## config.mk

```make
export PLATFORM = sky130hd
export DESIGN_NAME = timer_dev
export DESIGN_NICKNAME = d
export VERILOG_FILES = /design/src/rtl/timer_dev.sv
export SDC_FILE = /design/constraint.sdc
export NUM_CORES = 1
export LEC_CHECK = 0
export ABC_CLOCK_PERIOD_IN_PS = 7150
export CAP_MARGIN = 20
export CORE_ASPECT_RATIO = 1.2
export CORE_MARGIN = 8
export CORE_UTILIZATION = 54
export CTS_CLUSTER_SIZE = 28
export DETAILED_ROUTE_END_ITERATION = 6
export HOLD_SLACK_MARGIN = 0.06
export PLACE_DENSITY = 0.94
export SLEW_MARGIN = 15
export SYNTH_ARGS = -nofsm -noshare
export SYNTH_HDL_FRONTEND = slang
export SYNTH_SLANG_ARGS = --single-unit
```

## constraint.sdc

```tcl
create_clock -name clk -period 7.15 [get_ports clk]
set_clock_uncertainty 0.15 [all_clocks]
set_input_delay 1.7875 -clock clk [delete_from_list [all_inputs] [get_ports clk]]
set_output_delay 1.7875 -clock clk [all_outputs]
set_load 0.01 [all_outputs]
```

## src/rtl/timer_dev.sv

```systemverilog
// Memory-mapped countdown timer on the CPU data bus: CTRL/PRESET/COUNT registers
// in a 16-byte window, one decrement per clock, registered irq on expiry.
module timer_dev #(
  parameter logic [31:0] BASE_ADDR = 32'h0000_7F00
) (
  input  logic        clk,
  input  logic        reset,
  input  logic [31:0] memaddr,
  input  logic [31:0] memdata,
  input  logic        memwrite,
  output logic [31:0] memout,
  output logic        irq
);

  typedef enum logic [1:0] {S_IDLE, S_LOAD, S_CNT, S_INT} state_t;

  state_t      state_q, state_d;
  logic [3:0]  ctrl_q, ctrl_d;
  logic [31:0] preset_q, preset_d;
  logic [31:0] count_q, count_d;
  logic        irq_q, irq_d;

  logic        hit;
  logic [1:0]  off;
  logic        wr_ctrl;
  logic        wr_preset;
  logic        reload_mode;
  logic        unused_addr_bits;

  assign hit              = (memaddr[31:4] == BASE_ADDR[31:4]);
  assign off              = memaddr[3:2];
  assign wr_ctrl          = memwrite & hit & (off == 2'd0);
  assign wr_preset        = memwrite & hit & (off == 2'd1);
  assign reload_mode      = (ctrl_q[2:1] == 2'b01);
  assign unused_addr_bits = ^memaddr[1:0];

  always_comb begin
    memout = 32'h0;
    if (hit) begin
      case (off)
        2'd0:    memout = {28'b0, ctrl_q};
        2'd1:    memout = preset_q;
        2'd2:    memout = count_q;
        default: memout = 32'h0;
      endcase
    end
  end

  always_comb begin
    state_d  = state_q;
    count_d  = count_q;
    ctrl_d   = wr_ctrl ? memdata[3:0] : ctrl_q;
    preset_d = wr_preset ? memdata : preset_q;
    case (state_q)
      // A same-edge CTRL store enabling the timer starts the load immediately.
      S_IDLE: if (ctrl_d[0]) state_d = S_LOAD;
      S_LOAD: begin
        count_d = preset_q;
        state_d = S_CNT;
      end
      S_CNT: begin
        if (ctrl_q[0]) begin
          if (count_q > 32'd1) begin
            count_d = count_q - 32'd1;
          end else begin
            count_d = 32'h0;
            state_d = S_INT;
            // One-shot expiry disarms EN unless software stores CTRL on this edge.
            if (!reload_mode && !wr_ctrl) ctrl_d[0] = 1'b0;
          end
        end
      end
      S_INT: begin
        if (reload_mode)  state_d = S_LOAD;
        else if (wr_ctrl) state_d = S_IDLE;
      end
      default: state_d = S_IDLE;
    endcase
    irq_d = (state_d == S_INT) & ctrl_d[3];
  end

  always_ff @(posedge clk or negedge reset) begin
    if (!reset) begin
      state_q  <= S_IDLE;
      ctrl_q   <= 4'h0;
      preset_q <= 32'h0;
      count_q  <= 32'h0;
      irq_q    <= 1'b0;
    end else begin
      state_q  <= state_d;
      ctrl_q   <= ctrl_d;
      preset_q <= preset_d;
      count_q  <= count_d;
      irq_q    <= irq_d;
    end
  end

  assign irq = irq_q;

endmodule
```

### Yosys cells after proc, flatten, opt, wreduce, memory -nomap -nowiden

Cells that the tools add are included.

* $add $sub $neg: 1
* $lt $le $gt $ge: 1
* equal/unequal tests: 9
* mux-type cells: 16
* bitwise logic cells: 4
* reductions and logical operators: 7

Operators with widths (number)
* $mux 32: 3
* $pmux 32 s3: 1
* $pmux 32 s2: 1
* $gt 32x1->1 const B: 1
* $sub 32x1->32 const B: 1
* $eq 28x11->1 const B: 1
* $mux 2: 5
* $eq 2x2->1 const B: 4
* $pmux 2 s4: 1
* $eq 2x1->1 const B: 3
* $and 1x1->1: 4
* $logic_not 2->1: 2
* $mux 1: 4
* $mux 4: 1
* $logic_not 1->1: 2
* $ne 2x2->1 const B: 1
* $reduce_and 2->1: 1
* $reduce_bool 2->1: 1
* $logic_and 1x1->1: 1

* bits in registers: 71
* output and inout bits: 33
* word-level logic and storage cells: 44

### Longest topological paths before layout

Gate-level depths: netlist (run 1).

* word-level depth: 9
* depth in mapped cells: 8
* mapped depth without buffers: 7

### Worst setup path before layout (run 1)

OpenSTA, ideal clock, no wires.

* path kind: input -> output
* start point: input memaddr[17]
* end point: output memout[10]
* arrival: 3.053 ns
* data required time: 5.213 ns
* path slack: 2.160 ns
* cell stages on the path: 6
* path buffers: 2
* path through: nor4b_1 > nand4_1 > or2_1 > clkbuf_1 > clkbuf_1 > nor2_1

* word-level cells in the longest chain between the ends: 2

Ends and longest elaborated chain
* start, declared: line 8 `input logic [31:0] memaddr,`
* $eq 28x11->1: line 30 `assign hit = (memaddr[31:4] == BASE_ADDR[31:4]);`
* $mux 32: line 39 `if (hit) begin`
* end, declared: line 11 `output logic [31:0] memout,`

Every way passes these cells.

### Worst setup path in the final report (run 1)

* start point: input memaddr[3]
* end point: output memout[17]

* word-level cells in the longest chain between the ends: 3

Ends and longest elaborated chain
* $eq 2x2->1, or another cell as far along: line 40 `case (off)`
* $pmux 32 s3 *: line 40
* $mux 32 *: line 39

Every way passes the cells marked *; elsewhere a longest branch is shown, timed or not.

==> results.json, run 1 <==
{
  "power_density_nw_per_um2": 143,
  "hold_violations": 0,
  "cts_resized": 0,
  "placed_area_sq_um": 5240,
  "end_kind": "output port",
  "layout_common_cells": "clkdlybuf4s50_1, dfrtp_1, nor2_1, a22oi_1, mux2_2",
  "synth_cell_types": 56,
  "tns_ns": 0,
  "cts_hold_buf": 0,
  "relSlewSlack_pct": 40.9,
  "cts_tree": "built",
  "critical_path_class": "input pin to output port",
  "wl_per_cell_um": 19.9,
  "maxCapViolCount": 0,
  "timing.final.crit_share_pct": 86.3,
  "rows": 35,
  "cp_max_fo": 15,
  "fmaxAchievable_mhz": 162,
  "yosys_warnings": 0,
  "multi_input_area_sq_um": 2290,
  "die_area_sq_um": 11000,
  "first_pass_iters": 5,
  "nFillCells": 575,
  "die_y_um": 113,
  "drive_above_1_share_pct": 13.3,
  "synth_edf_count": 0,
  "ios": 100,
  "status": "complete, no violations",
  "cp-start-kind": "input pin",
  "hold_depth": 1,
  "cp.required_ns": 5.21,
  "finalSetupViolCount": 0,
  "cts_setup_buffers": 0,
  "vias": 4170,
  "drt-total-wl_um": 12400,
  "insertion_delay_ns": 0.35,
  "synth_seq_cells": 71,
  "whs_ns": 0.377,
  "period_minus_slack_ns": 6.17,
  "p_leak_nw": 2.29,
  "core_area_sq_um": 7660,
  "seq_area_frac_synth_pct": 41.9,
  "initial_core_util_pct": 55.3,
  "final_nets": 597,
  "avgSynthCellArea_sq_um": 9.47,
  "root_buffer": "clkbuf_8",
  "power_uw": 779,
  "syn2layout_area_growth_pct": 28.3,
  "ant_nets": 0,
  "final_cell_area_sq_um": 5440,
  "tightest_slew_ns": 0.886,
  "syn_nets": 517,
  "drtIter0Drc": 412,
  "layout_commonest_cell": "clkdlybuf4s50_1",
  "grt_usage_pct": 22.2,
  "yosys_most_used_dff": "dfrtp_1",
  "synth_top_area_share_pct": 41.9,
  "finalWorstSetupSlack_ns": 0.983,
  "min_path_type": "register to register",
  "grt_overflow_total": 0,
  "synthCells": 448,
  "grt_max_degree": 72,
  "drcViolationCount": 0,
  "reg2reg_depth": 5,
  "report.final.slew_viol_count": 0,
  "synth_area_leader_cell": "dfrtp_1",
  "htree_num_levels": 3,
  "clkSlewWorstSetupHoldPaths_ns": 0.07,
  "io_buffers": 97,
  "antenna_found_initial": 0,
  "die_width_um": 96.9,
  "dpl.hpwl_um": 8800,
  "yosys-top-cells-area": "dfrtp_1, mux2_2, a22oi_1",
  "rsz0062_at_grt": "no",
  "viasPerCell": 6.68,
  "cts.sinks": 71,
  "cts_buffers": 9,
  "globalplace.congestion": 0.914,
  "worstPathArrival_ns": 4.23,
  "first_global_vias": 4089,
  "pre_cts_slack_ns": 1.02,
  "ir_drop_v": 0.000107,
  "clockBufferDepth": 2,
  "diodes": 0,
  "ff_latch_area_sq_um": 1780,
  "synth_area_sq_um": 4240,
  "async_flop_share_pct": 100,
  "grt_pass1_wl_um": 20400
}
==> area by class of cell <==
| class | count | area share, % |
|---|---|---|
| Timing Repair Buffer | 105 | 18.9 |
| Clock inverter | 3 | 0.782 |
| Sequential cell | 71 | 32.7 |
| Inverter | 8 | 0.552 |
| Tap cell | 92 | 2.12 |
| Clock buffer | 12 | 2.85 |
| Multi-Input combinational cell | 333 | 42.2 |
==> metrics by stage <==
step | std cells | util (%)
final | 624 | 71.0
after global routing | 624 | 71.0
after CTS | 624 | 71.0
after detailed placement | 609 | 68.4
after global placement | 609 | 68.4
after floorplan | 448 | -
==> worst paths after layout <==
| kind | to | slack (ns) | startpoint |
|---|---|---|---|
| setup reg to reg | count_q[16] | 4.01 | count_q[6] |
| setup / recovery | memout[17] | 0.98 | memaddr[3] |
| hold / removal | ctrl_q[3] | 0.38 | ctrl_q[3] |
| min in group asynchronous | preset_q[26] | 1.48 | reset |
| max in group asynchronous | count_q[12] | 4.78 | reset |
| hold reg to reg | ctrl_q[3] | 0.38 | ctrl_q[3] |
==> flip-flops by register name (all words and copies together), names as in the netlist <==
name,count
state_q,2
ctrl_q,4
irq,1
preset_q,32
count_q,32
==> power breakdown <==
| group | switching, mW | leakage [nW] | internal (mW) |
|---|---|---|---|
| Sequential | 0.0000000222 | 0.982 | 0.401 |
| Combinational | 0.0210 | 1.21 | 0.0331 |
| Clock | 0.146 | 0.0985 | 0.178 |
==> worst max-delay path: stages <==
cell,delay [ns]
clkdlybuf4s50_1,0.67
nor2b_2,0.64
buf_4,0.34
a22oi_1,0.10
nor2_1,0.12
clkdlybuf4s50_1,0.55
==> cells by family (layout without fill, tap and decap cells) <==
family / count (synthesis) / count (layout) / share of synthesized area (%)
DFF: 71 / 71 / 41.9
and+or+nand+nor: 180 / 180 / 23.7
adders and majority gates: 2 / 2 / 0.590
muxes: 41 / 41 / 10.7
buffers and inverters: 44 / 128 / 4.28
AOI/OAI and AO/OA: 110 / 110 / 18.8
==> cells in the mapped netlist, types with 3 or more instances <==
cell type / n
inv_1: 8
nand3_1: 22
nand2b_1: 4
and3_1: 3
nor2_1: 51
nand4_1: 14
mux2i_1: 6
mux2_2: 35
nor3_1: 11
or3_1: 7
o2111ai_1: 5
nand2_1: 23
dfrtp_1: 71
nor2b_1: 5
o211ai_1: 15
buf_2: 7
nor4_1: 8
clkbuf_1: 26
a21oi_1: 10
or4_1: 6
o21ai_0: 7
o311ai_1: 3
a22oi_1: 47
o221ai_1: 4
a32oi_1: 3
a31oi_1: 6
==> per-layer routing <==
| metal | GRT usage, % | vias to the layer above | routed length [um] |
|---|---|---|---|
| li1 | - | 1870 | - |
| met1 | 27.6 | 2044 | 5120 |
| met4 | 8.94 | 0 | 278 |
| met3 | 4.14 | 31 | 863 |
| met2 | 37.2 | 225 | 6150 |
| met5 | 0 | - | 0 |
(Power assumes the default switching activity.)
==> run 2, diff against run 1 <==
- SETUP_SLACK_MARGIN: default -> 0.4
==> results of run 2 <==
The final DEF is identical to that of run 1; final timing and power are the same.
==> run 3, diff against run 2 <==
- CAP_MARGIN: 20 -> default
==> results of run 3 <==
The final DEF is identical to that of run 1; final timing and power are the same.
